==> src/rtl/alarm_ctrl_if.sv <==
// Signal bundle between the timekeeper/alarm setter/buttons and the alarm controller.
// The controller attaches as slave; whatever drives time, alarm and buttons is master.
interface alarm_ctrl_if;
   logic       tick;
   logic [3:0] t_h1, t_h0, t_m1, t_m0, t_s1, t_s0;
   logic [3:0] a_h1, a_h0, a_m1, a_m0;
   logic       alarm_en;
   logic       snooze_n;
   logic       stop_n;
   logic       buzzer;
   logic       ringing;
   logic       snoozing;
   logic [1:0] snooze_cnt;

   modport slave (
      input  tick, t_h1, t_h0, t_m1, t_m0, t_s1, t_s0,
      input  a_h1, a_h0, a_m1, a_m0, alarm_en, snooze_n, stop_n,
      output buzzer, ringing, snoozing, snooze_cnt
   );

   modport master (
      output tick, t_h1, t_h0, t_m1, t_m0, t_s1, t_s0,
      output a_h1, a_h0, a_m1, a_m0, alarm_en, snooze_n, stop_n,
      input  buzzer, ringing, snoozing, snooze_cnt
   );
endinterface

==> src/rtl/alarm_ctrl.sv <==
// Alarm controller: matches BCD hh:mm against the running clock, rings the
// buzzer with a 1 Hz pattern, and handles ring timeout, snooze and stop.
module alarm_ctrl #(
   parameter int RING_SECS  = 60,
   parameter int SNOOZE_MIN = 5,
   parameter int MAX_SNOOZE = 3
) (
   input logic         clk,
   input logic         reset,
   alarm_ctrl_if.slave bus
);
   localparam logic [7:0] RING_LAST = 8'(RING_SECS - 1);
   localparam logic [4:0] SNZ_MIN   = 5'(SNOOZE_MIN);
   localparam logic [1:0] SNZ_MAX   = 2'(MAX_SNOOZE);

   typedef enum logic [1:0] {S_IDLE, S_RING, S_SNZ} state_t;

   state_t     r_state;
   logic [7:0] r_ring_cnt;
   logic [1:0] r_snooze_cnt;
   logic       r_buzzer, r_ringing, r_snoozing;
   logic [3:0] r_tg_h1, r_tg_h0, r_tg_m1, r_tg_m0;
   logic       r_snz_prev, r_stop_prev;

   logic       w_top, w_match_alarm, w_match_tgt;
   logic       w_snz_p, w_stop_p;
   logic [4:0] w_m0_sum, w_m0_sub;
   logic       w_m0_c, w_h_c;
   logic [3:0] w_m0_n, w_m1_n, w_h0_n, w_h1_n;

   // Only a tick landing on second 00 can match, so a match fires once per minute.
   assign w_top         = bus.tick && (bus.t_s1 == 4'd0) && (bus.t_s0 == 4'd0);
   assign w_match_alarm = w_top && ({bus.t_h1, bus.t_h0, bus.t_m1, bus.t_m0} ==
                                    {bus.a_h1, bus.a_h0, bus.a_m1, bus.a_m0});
   assign w_match_tgt   = w_top && ({bus.t_h1, bus.t_h0, bus.t_m1, bus.t_m0} ==
                                    {r_tg_h1, r_tg_h0, r_tg_m1, r_tg_m0});
   assign w_snz_p       = r_snz_prev  & ~bus.snooze_n;
   assign w_stop_p      = r_stop_prev & ~bus.stop_n;

   // Snooze target = current hh:mm + SNOOZE_MIN, carried digit by digit in BCD.
   always_comb begin
      w_m0_sum = {1'b0, bus.t_m0} + SNZ_MIN;
      w_m0_sub = w_m0_sum - 5'd10;
      w_m0_c   = (w_m0_sum > 5'd9);
      w_m0_n   = w_m0_c ? w_m0_sub[3:0] : w_m0_sum[3:0];
      w_m1_n   = bus.t_m1;
      w_h_c    = 1'b0;
      w_h1_n   = bus.t_h1;
      w_h0_n   = bus.t_h0;
      if (w_m0_c) begin
         if (bus.t_m1 == 4'd5) begin
            w_m1_n = 4'd0;
            w_h_c  = 1'b1;
         end else begin
            w_m1_n = bus.t_m1 + 4'd1;
         end
      end
      if (w_h_c) begin
         if (bus.t_h1 == 4'd2 && bus.t_h0 == 4'd3) begin
            w_h1_n = 4'd0;
            w_h0_n = 4'd0;
         end else if (bus.t_h0 == 4'd9) begin
            w_h1_n = bus.t_h1 + 4'd1;
            w_h0_n = 4'd0;
         end else begin
            w_h0_n = bus.t_h0 + 4'd1;
         end
      end
   end

   always_ff @(posedge clk) begin
      if (reset) begin
         r_state      <= S_IDLE;
         r_ring_cnt   <= 8'd0;
         r_snooze_cnt <= 2'd0;
         r_buzzer     <= 1'b0;
         r_ringing    <= 1'b0;
         r_snoozing   <= 1'b0;
         r_tg_h1      <= 4'd0;
         r_tg_h0      <= 4'd0;
         r_tg_m1      <= 4'd0;
         r_tg_m0      <= 4'd0;
         r_snz_prev   <= 1'b1;
         r_stop_prev  <= 1'b1;
      end else begin
         r_snz_prev  <= bus.snooze_n;
         r_stop_prev <= bus.stop_n;
         case (r_state)
            S_IDLE: begin
               if (bus.alarm_en && w_match_alarm) begin
                  r_state      <= S_RING;
                  r_ring_cnt   <= 8'd0;
                  r_snooze_cnt <= 2'd0;
                  r_buzzer     <= 1'b1;
                  r_ringing    <= 1'b1;
               end
            end
            S_RING: begin
               if (!bus.alarm_en || w_stop_p) begin
                  r_state      <= S_IDLE;
                  r_snooze_cnt <= 2'd0;
                  r_buzzer     <= 1'b0;
                  r_ringing    <= 1'b0;
               end else if (w_snz_p && (r_snooze_cnt < SNZ_MAX)) begin
                  r_state      <= S_SNZ;
                  r_snooze_cnt <= r_snooze_cnt + 2'd1;
                  r_buzzer     <= 1'b0;
                  r_ringing    <= 1'b0;
                  r_snoozing   <= 1'b1;
                  r_tg_h1      <= w_h1_n;
                  r_tg_h0      <= w_h0_n;
                  r_tg_m1      <= w_m1_n;
                  r_tg_m0      <= w_m0_n;
               end else if (bus.tick) begin
                  // An exhausted snooze press is a no-op, so the tick still counts here.
                  if (r_ring_cnt == RING_LAST) begin
                     r_state   <= S_IDLE;
                     r_buzzer  <= 1'b0;
                     r_ringing <= 1'b0;
                  end else begin
                     r_ring_cnt <= r_ring_cnt + 8'd1;
                     r_buzzer   <= ~r_buzzer;
                  end
               end
            end
            S_SNZ: begin
               if (!bus.alarm_en || w_stop_p) begin
                  r_state      <= S_IDLE;
                  r_snooze_cnt <= 2'd0;
                  r_snoozing   <= 1'b0;
               end else if (w_match_tgt) begin
                  r_state    <= S_RING;
                  r_ring_cnt <= 8'd0;
                  r_buzzer   <= 1'b1;
                  r_ringing  <= 1'b1;
                  r_snoozing <= 1'b0;
               end
            end
            default: begin
               r_state    <= S_IDLE;
               r_buzzer   <= 1'b0;
               r_ringing  <= 1'b0;
               r_snoozing <= 1'b0;
            end
         endcase
      end
   end

   assign bus.buzzer     = r_buzzer;
   assign bus.ringing    = r_ringing;
   assign bus.snoozing   = r_snoozing;
   assign bus.snooze_cnt = r_snooze_cnt;
endmodule

==> src/flat_wrapper.sv <==
// flat-port wrapper written by rule: the top's interface ports become plain ports
module alarm_ctrl_flat 
#(
   parameter int RING_SECS  = 60,
   parameter int SNOOZE_MIN = 5,
   parameter int MAX_SNOOZE = 3
)
  (clk, reset, bus_tick, bus_t_h1, bus_t_h0, bus_t_m1, bus_t_m0, bus_t_s1, bus_t_s0, bus_a_h1, bus_a_h0, bus_a_m1, bus_a_m0, bus_alarm_en, bus_snooze_n, bus_stop_n, bus_buzzer, bus_ringing, bus_snoozing, bus_snooze_cnt);
  alarm_ctrl_if bus_i ();
  input logic clk;
  input logic reset;
  input wire logic [$bits(bus_i.tick)-1:0] bus_tick;
  input wire logic [$bits(bus_i.t_h1)-1:0] bus_t_h1;
  input wire logic [$bits(bus_i.t_h0)-1:0] bus_t_h0;
  input wire logic [$bits(bus_i.t_m1)-1:0] bus_t_m1;
  input wire logic [$bits(bus_i.t_m0)-1:0] bus_t_m0;
  input wire logic [$bits(bus_i.t_s1)-1:0] bus_t_s1;
  input wire logic [$bits(bus_i.t_s0)-1:0] bus_t_s0;
  input wire logic [$bits(bus_i.a_h1)-1:0] bus_a_h1;
  input wire logic [$bits(bus_i.a_h0)-1:0] bus_a_h0;
  input wire logic [$bits(bus_i.a_m1)-1:0] bus_a_m1;
  input wire logic [$bits(bus_i.a_m0)-1:0] bus_a_m0;
  input wire logic [$bits(bus_i.alarm_en)-1:0] bus_alarm_en;
  input wire logic [$bits(bus_i.snooze_n)-1:0] bus_snooze_n;
  input wire logic [$bits(bus_i.stop_n)-1:0] bus_stop_n;
  output wire logic [$bits(bus_i.buzzer)-1:0] bus_buzzer;
  output wire logic [$bits(bus_i.ringing)-1:0] bus_ringing;
  output wire logic [$bits(bus_i.snoozing)-1:0] bus_snoozing;
  output wire logic [$bits(bus_i.snooze_cnt)-1:0] bus_snooze_cnt;
  assign bus_i.tick = bus_tick;
  assign bus_i.t_h1 = bus_t_h1;
  assign bus_i.t_h0 = bus_t_h0;
  assign bus_i.t_m1 = bus_t_m1;
  assign bus_i.t_m0 = bus_t_m0;
  assign bus_i.t_s1 = bus_t_s1;
  assign bus_i.t_s0 = bus_t_s0;
  assign bus_i.a_h1 = bus_a_h1;
  assign bus_i.a_h0 = bus_a_h0;
  assign bus_i.a_m1 = bus_a_m1;
  assign bus_i.a_m0 = bus_a_m0;
  assign bus_i.alarm_en = bus_alarm_en;
  assign bus_i.snooze_n = bus_snooze_n;
  assign bus_i.stop_n = bus_stop_n;
  assign bus_buzzer = bus_i.buzzer;
  assign bus_ringing = bus_i.ringing;
  assign bus_snoozing = bus_i.snoozing;
  assign bus_snooze_cnt = bus_i.snooze_cnt;
  alarm_ctrl #(.RING_SECS(RING_SECS), .SNOOZE_MIN(SNOOZE_MIN), .MAX_SNOOZE(MAX_SNOOZE)) u_core (.clk(clk), .reset(reset), .bus(bus_i));
endmodule
==> config.mk <==
export PLATFORM = sky130hd
export DESIGN_NAME = alarm_ctrl_flat
export DESIGN_NICKNAME = d
export VERILOG_FILES = /design/src/rtl/alarm_ctrl_if.sv /design/src/rtl/alarm_ctrl.sv /design/src/flat_wrapper.sv
export SDC_FILE = /design/constraint.sdc
export NUM_CORES = 1
export LEC_CHECK = 0
export ABC_AREA = 1
export ABC_CLOCK_PERIOD_IN_PS = 2100
export CAP_MARGIN = 20
export CORE_ASPECT_RATIO = 0.75
export CORE_MARGIN = 2
export CORE_UTILIZATION = 50
export DETAILED_ROUTE_END_ITERATION = 16
export PLACE_DENSITY = 0.88
export SYNTH_ARGS = -nofsm -noshare
export SYNTH_HDL_FRONTEND = slang
export SYNTH_SLANG_ARGS = --single-unit
==> constraint.sdc <==
create_clock -name clk -period 2.1 [get_ports clk]
set_input_delay 0.42 -clock clk [delete_from_list [all_inputs] [get_ports clk]]
set_output_delay 0.42 -clock clk [all_outputs]
set_load 0.01 [all_outputs]
; ---- After elaboration in Yosys (flattened, before gate mapping)
; Cells that the tools add are included.
[totals]
reg_bits = 33
in_bits = 46
output_inout_bits = 5
word_cells = 120
[classes]
addsub = 7
order_cmp = 2
eq_ne = 22
muxes = 50
bitwise_logic = 7
reduce_logical = 20
[op_table]
columns = op, n
row1 = $mux 8, 7
row2 = $mux 4, 9
row3 = $eq 16x16->1, 2
row4 = $pmux 8 s3, 1
row5 = $mux 2, 11
row6 = $mux 1, 17
row7 = $reduce_and 4->1, 4
row8 = $add 4x1->4 const B, 3
row9 = $pmux 2 s3, 2
row10 = $ne 2x2->1 const B, 5
row11 = $pmux 1 s3, 3
row12 = $add 8x1->8 const B, 1
row13 = $eq 4x2->1 const B, 2
row14 = $eq 8x6->1 const B, 1
row15 = $logic_not 4->1, 2
row16 = $ne 2x1->1 const B, 4
row17 = $reduce_and 8->1, 1
row18 = $logic_and 1x1->1, 7
row19 = $ne 3x1->1 const B, 2
row20 = $add 4x3->5 const B, 1
row21 = $gt 5x4->1 const B, 1
row22 = $not 1->1, 5
row23 = $reduce_and 5->1, 1
row24 = $eq 4x3->1 const B, 1
row25 = other kinds (14), 15

; ---- Depth between registers and ports, before layout
; Gate-level depths: netlist of the first run.
[depth]
depth_word = 7
ltp_mapped = 14
mapped_depth_nobuf = 14

; ---- Least setup slack after synthesis of the first run
; OpenSTA, ideal clock, no wires.
[synth_timing]
path_type = in2reg
startpoint = input port bus_t_m0[0]
endpoint = register u_core.r_tg_h0[2]
setup_ns = 0.132
t_arrival_ns = 1.558
t_required_ns = 1.968
setup_slack_ns = 0.409
path_stages = 9
path_buffers = 0
path_cell_list = inv_1 ha_1 o211ai_4 nand3_2 inv_1 nand2_1 xor2_1 nand2_1 a21oi_1
[synth_via]
elab_chain_len = 4
[synth_lines]
columns = element, line_no
row1 = from (decl), flat_wrapper.sv:16  ; input wire logic [$bits(bus_i.t_m0)-1:0] bus_t_m0;
row2 = $add 4x3->5, alarm_ctrl.sv:42  ; w_m0_sum = {1'b0, bus.t_m0} + SNZ_MIN;
row3 = $gt 5x4->1, alarm_ctrl.sv:44  ; w_m0_c = (w_m0_sum > 5'd9);
row4 = $mux 1, alarm_ctrl.sv:50  ; if (w_m0_c) begin
row5 = $mux 4, alarm_ctrl.sv:58  ; if (w_h_c) begin
row6 = to (signal assigned), alarm_ctrl.sv:111  ; r_tg_h0 <= w_h0_n;
row7 = to (decl), alarm_ctrl.sv:22  ; logic [3:0] r_tg_h1, r_tg_h0, r_tg_m1, r_tg_m0;
; Every way passes these cells.
; A chain may end at the register's enable or synchronous reset.

; ---- Worst setup path in the final report of the first run
[layout_timing]
startpoint = input port bus_t_m1[2]
endpoint = register u_core.r_ringing, in the netlist u_core.bus.ringing
[layout_via]
elab_chain_len = 5
elab_cells_between_ends = 8
classes_between = eq/ne (4) / reduce/logical (4)
[layout_lines]
columns = element, line_no
row1 = from (decl), flat_wrapper.sv:15  ; input wire logic [$bits(bus_i.t_m1)-1:0] bus_t_m1;
row2 = $eq 16x16->1, alarm_ctrl.sv:33  ; assign w_match_alarm = w_top && ({bus.t_h1, bus.t_h0, bus.t_m1, bus.t_m0} ==
row3 = $logic_and 1x1->1, alarm_ctrl.sv:33
row4 = $logic_and 1x1->1, alarm_ctrl.sv:90  ; if (bus.alarm_en && w_match_alarm) begin
row5 = $ne 2x1->1 (no line), --
row6 = $reduce_and 5->1 (no line) *, --
row7 = to (signal assigned), alarm_ctrl.sv:95  ; r_ringing <= 1'b1;
row8 = to (signal assigned), alarm_ctrl.sv:103  ; r_ringing <= 1'b0;
row9 = to (signal assigned), alarm_ctrl.sv:108  ; r_ringing <= 1'b0;
row10 = to (decl), alarm_ctrl.sv:21  ; logic r_buzzer, r_ringing, r_snoozing;
; Every way passes the cells marked *; elsewhere a longest branch is shown, timed or not.

==> results of run 1 <==
worst max-delay path, cell delays in order:
cell             delay, ns
clkdlybuf4s50_1       0.44
buf_4                 0.15
nand2_1               0.05
nand2_1               0.07
nor2_2                0.12
nand2_1               0.10
nor2_2                0.13
nand4_1               0.17
nand2_4               0.17
buf_4                 0.14
nand3_1               0.09
nand2_1               0.07
nand2_1               0.04
nor2_1                0.11
area by class of cell:
| class | instances | area (µm²) |
|---|---|---|
| clock buffers | 6 | 82.6 |
| clock inverters | 2 | 37.5 |
| fillers | 377 | 1260 |
| inverters | 76 | 285 |
| multi-input cells | 318 | 1650 |
| flip-flops and latches | 33 | 661 |
| well taps | 60 | 75.1 |
| repair buffers | 97 | 906 |
through the flow:
step	util [%]	instances
after floorplan	-	433
after global placement	70.0	579
after detailed placement	70.0	579
after CTS	73.0	588
after global routing	74.6	592
final	74.6	592
metal layers:
layer  wire length (µm)  part of all wire [%]
met4                217                   2.8
met1               3360                    43
met3                606                   7.8
met2               3620                    46
met5                  0                     0
logic make-up (layout without fill, tap and decap cells):
logic type,after synthesis,count (layout),synth area share [%]
simple gates,237,237,39.3
compound gates,58,58,13.8
flops,33,33,25.3
fa+ha+maj,9,9,4.31
buf+inv,82,181,12.6
mux,1,1,0.384
xor+xnor,13,13,4.36
synthesized netlist by cell type (3+ instances only):
| master | n |
|---|---|
| clkbuf_1 | 3 |
| o211ai_1 | 4 |
| nor3_1 | 5 |
| nor2_1 | 50 |
| xnor2_1 | 7 |
| dfxtp_1 | 33 |
| o21ai_0 | 13 |
| a211oi_1 | 3 |
| nand2_1 | 136 |
| inv_2 | 12 |
| xor2_1 | 6 |
| a21oi_1 | 28 |
| nand4_1 | 15 |
| nor2_2 | 4 |
| inv_1 | 63 |
| ha_1 | 9 |
| nand3_1 | 14 |
power by group:
| part | internal [W] | leakage [nW] | switching [W] |
|---|---|---|---|
| clock | 0.000386 | 0.0574 | 0.000266 |
| combinational | 0.000169 | 1.49 | 0.000155 |
| sequential | 0.000627 | 0.266 | 0.000000731 |
flip-flops by register name (all words and copies together) (netlist names):
| name | flops |
|---|---|
| u_core.r_state | 2 |
| u_core.bus.buzzer | 1 |
| u_core.r_tg_h0 | 4 |
| u_core.r_tg_m0 | 4 |
| u_core.r_snz_prev | 1 |
| u_core.bus.snooze_cnt | 2 |
| u_core.r_stop_prev | 1 |
| u_core.r_tg_m1 | 4 |
| u_core.r_ring_cnt | 8 |
| u_core.r_tg_h1 | 4 |
| u_core.bus.ringing | 1 |
| u_core.bus.snoozing | 1 |
timing repair:
| action | in CTS | in global routing |
|---|---|---|
| buffers inserted | 1 | 4 |
| setup endpoints to repair | 1 | 20 |
| resized for setup | 1 | 18 |
| pin swaps | 1 | 6 |
worst min-delay path by stage:
stage	endpoint	slack, ns	cells past startpoint
6_report	u_core.r_tg_h0[3]$_SDFFE_PP0P_	0.48	2
5_1_grt	u_core.r_tg_h1[2]$_SDFFE_PP0P_	0.49	2
4_1_cts	u_core.r_tg_m1[3]$_SDFFE_PP0P_	0.48	2
3_5_place_dp	u_core.r_tg_m1[3]$_SDFFE_PP0P_	0.47	2
3_3_place_gp	u_core.r_tg_h1[2]$_SDFFE_PP0P_	0.47	2
2_1_floorplan	u_core.r_tg_m1[0]$_SDFFE_PP0P_	0.45	2
==> impl_metrics.csv, run 1 <==
group,metric,value,unit
global_route,grt_usage,27.3,%
detailed_routing,drc_errors,0,
hold_path,hold_class,"reg2reg",
clock_network,holdBufCountCts,0,
yosys,synth_edf_count,0,
yosys,synth_flop_cell,"dfxtp_1",
setup_path,r2r-end,"u_core.r_tg_h0[1]$_SDFFE_PP0P_",
global_route,use_met2,47.5,%
sta,worst_pin_slew,0.457,ns
clock_network,htreeDepth,2,
sta,maxSlewViolCount,0,
clock_network,clockBufferDepth,2,
sta,final.setup.tns,0,ns
yosys,postSynthAreaPerCell,6.03,µm²
sta,timing.hold.ws,0.481,ns
yosys,synth_area,2610,µm²
global_route,gr-usage-met3,5.08,%
yosys,synth_top_area_cell,"dfxtp_1",
setup_path,reg2reg_from,"u_core.bus.snooze_cnt[0]$_SDFFE_PP0P_",
yosys,ys_ff_latch,33,
clock_network,cts_tree,"done",
place,hpwl,5.55,mm
setup_path,required,2.34,ns
global_route,antenna_found_initial,0,
setup_path,r2r_slack,0.23,ns
sta,period_share,96.7,%
sta,fin_ws,0.0692,ns
yosys,async_reset_ff_share,0,%
setup_path,worstSetupPathType,"in2reg",
sta,fmax,492,MHz
clock_network,cts.clk_slew.worst_paths,0.08,ns
die,die-width,87.4,µm
yosys,synth.top_cell.area_share,25.3,%
detailed_routing,drt_iter0_markers,233,
clock_network,clockRootBuffer,"clkbuf_8",
place,pre_cts_slack,-0.330,ns
yosys,ys_top_cells_by_area,"dfxtp_1 25%, nand2_1 20%, inv_1 9.1%",
finish,drive_gt1_share,16.9,%
sta,min_period,2.03,ns
finish,antennaDiodeCount,0,
power,irDropWorstVdd,0.297,mV
sta,finClkSkew,0.0102,ns
detailed_routing,first_pass_iters,5,
power,cellLeakagePower,1.81,nW
setup_path,startpoint_type,"input pin",
flow_run,maxCapViolations,0,
finish,nets,586,
finish,final_cell_mix,"136 x nand2_1, 63 x inv_1, 45 x buf_4, 44 x nor2_1, 39 x clkdlybuf4s50_1",
yosys,synth-seq-area-share,25.3,%
finish,stdcell_area,3690,µm²
global_route,grt_pass1_vias,2946,
die,fp.dieArea,5820,µm²
place,numPortBuffers,50,
clock_network,clock_sinks,33,
sta,hold_viol_final,0,
sta,max-slew-margin-rel,69.5,%
die,io_pins,51,
detailed_routing,drt.antenna.violating_nets,0,
setup_path,cp_max_fo,8,
setup_path,cp.arrival,2.27,ns
die,start_util,52.7,%
detailed_routing,wl_per_cell,13.2,µm
sta,setup_violations,0,
die,die_h,66.6,µm
die,core.rowCount,22,
setup_path,r2r.worst_path.cells,8,
finish,final_common_cell,"nand2_1",
yosys,syn_inst,433,
setup_path,crit_path_start,"bus_t_m1[2]",
setup_path,crit_path_end,"u_core.bus.ringing$_SDFFE_PP0P_",
yosys,synth_cell_type_count,40,
place,place_area,3470,µm²
global_route,use_met1,32.7,%
finish,area_growth,41.6,%
global_route,grt_start_max_net_pins,22,
setup_path,end_kind,"register",
global_route,gr-total-overflow,0,
detailed_routing,vias,3138,
hold_path,min_from,"u_core.r_tg_h0[3]$_SDFFE_PP0P_",
yosys,yosysWarnings,0,
power,power.density,434,nW/µm²
global_route,busiest_layer,"met2",
detailed_routing,via_per_inst,5.30,
detailed_routing,wl,7.81,mm
power,total_power,0.00160,W
clock_network,clkLatencyLatePin,0.30,ns
place,finalWeightedCongestion,0.855,
run_status,status,"finished, final reports clean",
global_route,grt_first_pass_wirelength,12.5,mm
die,core-area,4950,µm²
yosys,synth_nets,488,
clock_network,numCtsBuffers,5,
(Power assumes the default switching activity.)
==> inputs of run 2 (changes only) <==
Settings changed: CORE_UTILIZATION 50 to 30, PLACE_DENSITY 0.88 to 0.61.
==> impl_metrics.csv, run 2 (synthesis gave the netlist of run 1 again) <==
group,metric,value,unit
run_status,status,"finished, final reports clean",
global_route,grt_first_pass_wirelength,12.1,mm
setup_path,startpoint_type,"input pin",
setup_path,end_kind,"register",
finish,largest_reg_flops,8,
setup_path,max_stage_delay,0.49,ns
setup_path,critPathTopFamily,"buffers and inverters",
global_route,grt_pass1_vias,2713,
place,dp.cells,634,
finish,area_growth,49.1,%
sta,finClkSkew,0.00494,ns
sta,fin_ws,0.136,ns
clock_network,cts_tree,"done",
power,irDropWorstVdd,0.273,mV
die,die-width,112,µm
global_route,gr-total-overflow,0,
finish,final_common_cell,"nand2_1",
detailed_routing,drt.antenna.violating_nets,0,
setup_path,crit_top_cell,"nand2_1",
sta,worst_pin_slew,0.431,ns
power,p_int,0.00139,W
power,p_comb_share,17.8,%
power,p_clk_share,47.6,%
die,fp.dieArea,9470,µm²
setup_path,slowest_stage,"clkdlybuf4s50_1",
detailed_routing,via_per_inst,4.62,
finish,antennaDiodeCount,0,
detailed_routing,wl_per_cell,11.3,µm
sta,final.setup.tns,0,ns
sta,max-slew-margin-rel,71.2,%
setup_path,worstSetupPathType,"in2reg",
place,hpwl,5.54,mm
power,seqPwrFrac,34.6,%
clock_network,clockBufferDepth,2,
finish,nets,593,
clock_network,clock_sinks,33,
sta,setup_violations,0,
power,p_sw_share,23.3,%
clock_network,holdBufCountCts,0,
finish,nFillCells,863,
finish,largest-register,"u_core.r_ring_cnt",
setup_path,critPathBufInv,3,
detailed_routing,vias,2986,
clock_network,clkLatencyLatePin,0.28,ns
sta,hold_viol_final,0,
clock_network,htreeDepth,2,
die,io_pins,51,
die,core-area,8450,µm²
sta,maxSlewViolCount,0,
detailed_routing,drc_errors,0,
clock_network,cts.clk_slew.worst_paths,0.05,ns
setup_path,required,2.30,ns
power,power.density,467,nW/µm²
sta,fmax,509,MHz
power,cellLeakagePower,1.96,nW
global_route,grt_start_max_net_pins,22,
place,finalWeightedCongestion,0.918,
detailed_routing,wl,7.28,mm
global_route,antenna_found_initial,0,
power,p_switching,0.000424,W
detailed_routing,drt_iter0_markers,109,
finish,postLayoutCoreUtil,46.0,%
detailed_routing,first_pass_iters,4,
hold_path,hold_class,"reg2reg",
clock_network,clockRootBuffer,"clkbuf_16",
finish,stdcell_area,3890,µm²
die,core.rowCount,29,
die,start_util,30.9,%
finish,final_cell_mix,"129 x nand2_1, 63 x inv_1, 52 x buf_4, 44 x nor2_1, 33 x dfxtp_1",
clock_network,numCtsBuffers,5,
die,die_h,84.8,µm
finish,drive_gt1_share,19.1,%
setup_path,cp.arrival,2.17,ns
place,pre_cts_slack,-0.261,ns
setup_path,path_cells,"clkdlybuf4s50_1 > inv_1 > nand2_1 > nand2_1 > nor2_1 > nand2_2 > nor2_2 > nand3_2 > a21oi_4 > buf_4 > nand4_1 > a21oi_1",
global_route,grt_usage,15.2,%
setup_path,cp_max_fo,6,
place,numPortBuffers,50,
sta,period_share,93.5,%
place,place_area,3580,µm²
flow_run,maxCapViolations,0,
finish,final-instance-count-excl-fill,647,
sta,min_period,1.96,ns
-- run 2: cell count changes in the layout (fill, tap and decap cells not counted), moves of 5 or more --
cell and delta:
buf_4 +7, clkbuf_16 +5, clkbuf_8 -5, clkdlybuf4s50_1 -9
dlymetal6s2s_1 +9, nand2_1 -7, nand2_2 +8
-- run 2: worst register-to-register path: cells and delay by family, from the launching register on --
family / cells / cell delay, ns
simple gates: 7 / 1.18
flops: 1 / 0.43
compound gates: 1 / 0.13
-- run 2: layer usage --
metal | track usage [%] | part of all wire, % | up-vias
li1 | - | - | 1580
met1 | 21.2 | 50 | 1331
met2 | 23.4 | 43 | 68
met3 | 3.75 | 5.8 | 7
met4 | 4.15 | 1.1 | 0
met5 | 0 | 0 | -
-- run 2: what timing repair did --
item	CTS	global route
setup endpoints to repair	1	20
gates cloned	0	1
pin swaps	0	19
resized for setup	1	35
setup buffers	0	4
-- run 2: area by class of cell --
class	count	area, µm²	share of cell area [%]
Inverter	76	285	7.33
Clock buffer	7	143	3.67
Timing Repair Buffer	103	961	24.7
Sequential cell	33	661	17.0
Multi-Input combinational cell	319	1680	43.1
Clock inverter	1	30.0	0.772
Tap cell	108	135	3.47
-- run 2: power groups by stage --
stage / clock [W] / sequential, W / combinational, W
5_1_grt: 0.000911 / 0.000629 / 0.000363
3_5_place_dp: 0 / 0.000642 / 0.000322
6_report: 0.000864 / 0.000629 / 0.000324
4_1_cts: 0.000879 / 0.000629 / 0.000326
2_1_floorplan: 0 / 0.000642 / 0.000130
3_3_place_gp: 0 / 0.000642 / 0.000320
-- run 2: worst paths after layout --
kind                                                   startpoint                                end  slack, ns  cells past startpoint
worst max-delay path                                  bus_a_h0[3]  u_core.r_ring_cnt[1]$_SDFFE_PP0P_       0.14                     12
worst min-delay path             u_core.bus.snoozing$_SDFFE_PP0P_   u_core.bus.snoozing$_SDFFE_PP0P_       0.47                      2
worst max register to register  u_core.r_ring_cnt[4]$_SDFFE_PP0P_  u_core.r_ring_cnt[1]$_SDFFE_PP0P_       0.30                      8
worst min register to register   u_core.bus.snoozing$_SDFFE_PP0P_   u_core.bus.snoozing$_SDFFE_PP0P_       0.47                      2
-- run 2: metrics by stage --
stage / hold slack (ns) / power (W)
2_1_floorplan: 0.451 / 0.000772
3_3_place_gp: 0.457 / 0.000963
3_5_place_dp: 0.470 / 0.000964
4_1_cts: 0.479 / 0.00183
5_1_grt: 0.492 / 0.00190
6_report: 0.474 / 0.00182
==> RTL change, RTL diff (flow settings as in run 1) <==
Encoding of `state_t`: now one-hot (3 bits for 3 states).
--- a/src/rtl/alarm_ctrl.sv
+++ b/src/rtl/alarm_ctrl.sv
@@ -13,7 +13,7 @@
    localparam logic [4:0] SNZ_MIN   = 5'(SNOOZE_MIN);
    localparam logic [1:0] SNZ_MAX   = 2'(MAX_SNOOZE);
 
-   typedef enum logic [1:0] {S_IDLE, S_RING, S_SNZ} state_t;
+   typedef enum logic [2:0] {S_IDLE = 3'b001, S_RING = 3'b010, S_SNZ = 3'b100} state_t;
 
    state_t     r_state;
    logic [7:0] r_ring_cnt;
Formal check against the unedited RTL: same outputs for any inputs over 10 cycles, from zero or initial values and one cycle with reset high; not proved beyond that.
==> RTL change against run 1 <==
- setup slack improved by 12 ps
- sequential share of layout area increased by 0.20 points
- via count grew 0.83%
- cell area rose by 1.9%
- clock skew decreased by 0.83 ps
- sequential cell count grew 1
- die area fell by 0.63%
- critical path depth shrank 3
- wire length decreased by 1.5%
- count of clock-buffer cells in the layout stayed put
- area after synthesis decreased by 0.67%
- largest cell class unchanged
- highest routed layer unchanged
Power is not compared: it rests on default switching activity, and its combinational part moved more than twofold at a synthesized area within 25%.
==> RTL change: results (changes against run 1) <==
[clock_tree]
cts_max_level = 2  ; unchanged
cts_buffers = 5  ; unchanged
cts.path.max_buffers = 2  ; unchanged
path_clk_slew_ps = 70
clock_latency_ps = 290
clock-root-buffer = clkbuf_8

[power]
clk-power_mw = 0.762
combPwrFrac_pct = 40.5
switching_share_pct = 33.72
ir_worst_vdd_v = 0.0003698
leakagePower_nw = 1.928
pwr-share-clk_pct = 29.3

[place]
gp_congestion = 0.9251  ; +8.2%
dp_cells = 603  ; +4.1%
port_buffers = 50  ; unchanged
hpwl_um = 5783  ; +4.2%

[min_path]
whs_path_depth = 2  ; unchanged
hold_path.class = register to register
holdPathEnd = u_core.r_tg_h0[3]
hold_start = u_core.r_tg_h0[3]

[timing]
tightest_slew_ps = 525.6  ; +68.40 ps
finClkSkew_ps = 9.331  ; -0.8269 ps
slew_violations = 0  ; unchanged

[synthesis]
ys_types = 33  ; -18%
syn_nets = 503  ; +3.1%
synth.avg_cell_area_um2 = 5.787  ; -4.0%
ys_warn_count = 0  ; unchanged
synth-async-reset-ratio_pct = 0  ; unchanged
yosysSeqAreaShare_pct = 26.25  ; +0.94 points
yosys-top-cells-area = dfxtp_1, nand2_1, inv_1
synth_flop_cell = dfxtp_1
synthTopCellsByCount = nand2_1, inv_1, nor2_1, dfxtp_1, a21oi_1

[worst_setup_path]
rr_endpoint = u_core.r_ring_cnt[3]
critPathCapture = u_core.r_tg_h0[3]
timing.rr.start = u_core.r_state[2]
cp_max_fo = 7  ; -1
rrSetupSlack_ps = 260  ; +30 ps
worstRegToRegCells = 11  ; +3
cp.arrival_ps = 2250  ; -20 ps
cp-startpoint = bus_t_m0[2]

[routing]
routed_via_density = 5.170  ; -2.5%
vias = 3164  ; +0.83%
first_pass_iters = 5  ; unchanged
drc_errors = 0  ; unchanged
routed_wl_um = 7697  ; -1.5%
drt-initial-drc-count = 213  ; -8.6%

[final_layout]
largest_register_ffs = 8  ; unchanged
diodes = 0  ; unchanged
regMostFlops = u_core.r_ring_cnt
drive_above_1_share_pct = 16.49  ; -0.43 points
nNetsFinal = 606  ; +3.4%

[global_route]
antenna_found_initial = 0  ; unchanged
grt_pass1_vias = 2977  ; +1.1%
grt_max_degree = 19  ; -14%
grt_util_all_layers_pct = 27.97  ; +0.68 points
grt_pass1_wl_um = 12900  ; +3.0%

[outcome]
status = finished clean

==> RTL change: kinds of logic after synthesis <==
kind of cell | after synthesis | synth area share [%]
AND/OR/NAND/NOR | 256 | 40.69
AO/OA/AOI/OAI | 54 | 12.26
flip-flops | 34 | 26.25
XOR/XNOR | 12 | 4.054
buffers and inverters | 83 | 12.40
adder cells (fa/ha/maj) | 9 | 4.344
==> RTL change: through the flow <==
step	util (%)	TNS (ps)	instance area, um^2	setup slack [ps]	hold WS, ps
global placement	71.67	-4325	3551	-207.0	465.7
CTS	74.77	0	3705	8.056	486.6
finish	75.98	0	3765	80.82	487.1
detailed placement	71.67	-6761	3551	-403.8	464.8
global route	75.98	-24.93	3765	-23.08	504.7
floorplan	-	0	2592	371.7	444.9
==> RTL change: timing repair <==
action	4_1_cts	5_1_grt
gates cloned	0	0
setup buffers	0	1
endpoints found under the setup margin	3	27
pin swaps	0	3
resized for setup	3	22
==> RTL change: worst max-delay path: stages <==
cell             delay, ps
clkdlybuf4s50_1        560
inv_2                   60
buf_4                  130
a21oi_1                140
nor2_2                  90
nor2_4                 100
buf_4                  160
nand4_1                130
xor2_1                 210
nand3_1                110
a21oi_1                140
==> RTL change: routing by layer <==
| metal | routed length (um) | vias to the layer above | track usage (%) |
|---|---|---|---|
| met5 | 0 | - | 0 |
| met4 | 129 | 0 | 8.269 |
| met3 | 494 | 16 | 4.245 |
| met2 | 3590 | 120 | 47.42 |
| met1 | 3482 | 1430 | 36.80 |
| li1 | - | 1598 | - |
==> RTL change: area by class of cell <==
type                    instances  area [um^2]
flip-flops and latches         34        680.7
fillers                       335         1190
multi-input cells             331         1620
well taps                      60        75.07
repair buffers                104        964.7
clock inverters                 2        60.06
inverters                      75        281.5
clock buffers                   6        82.58
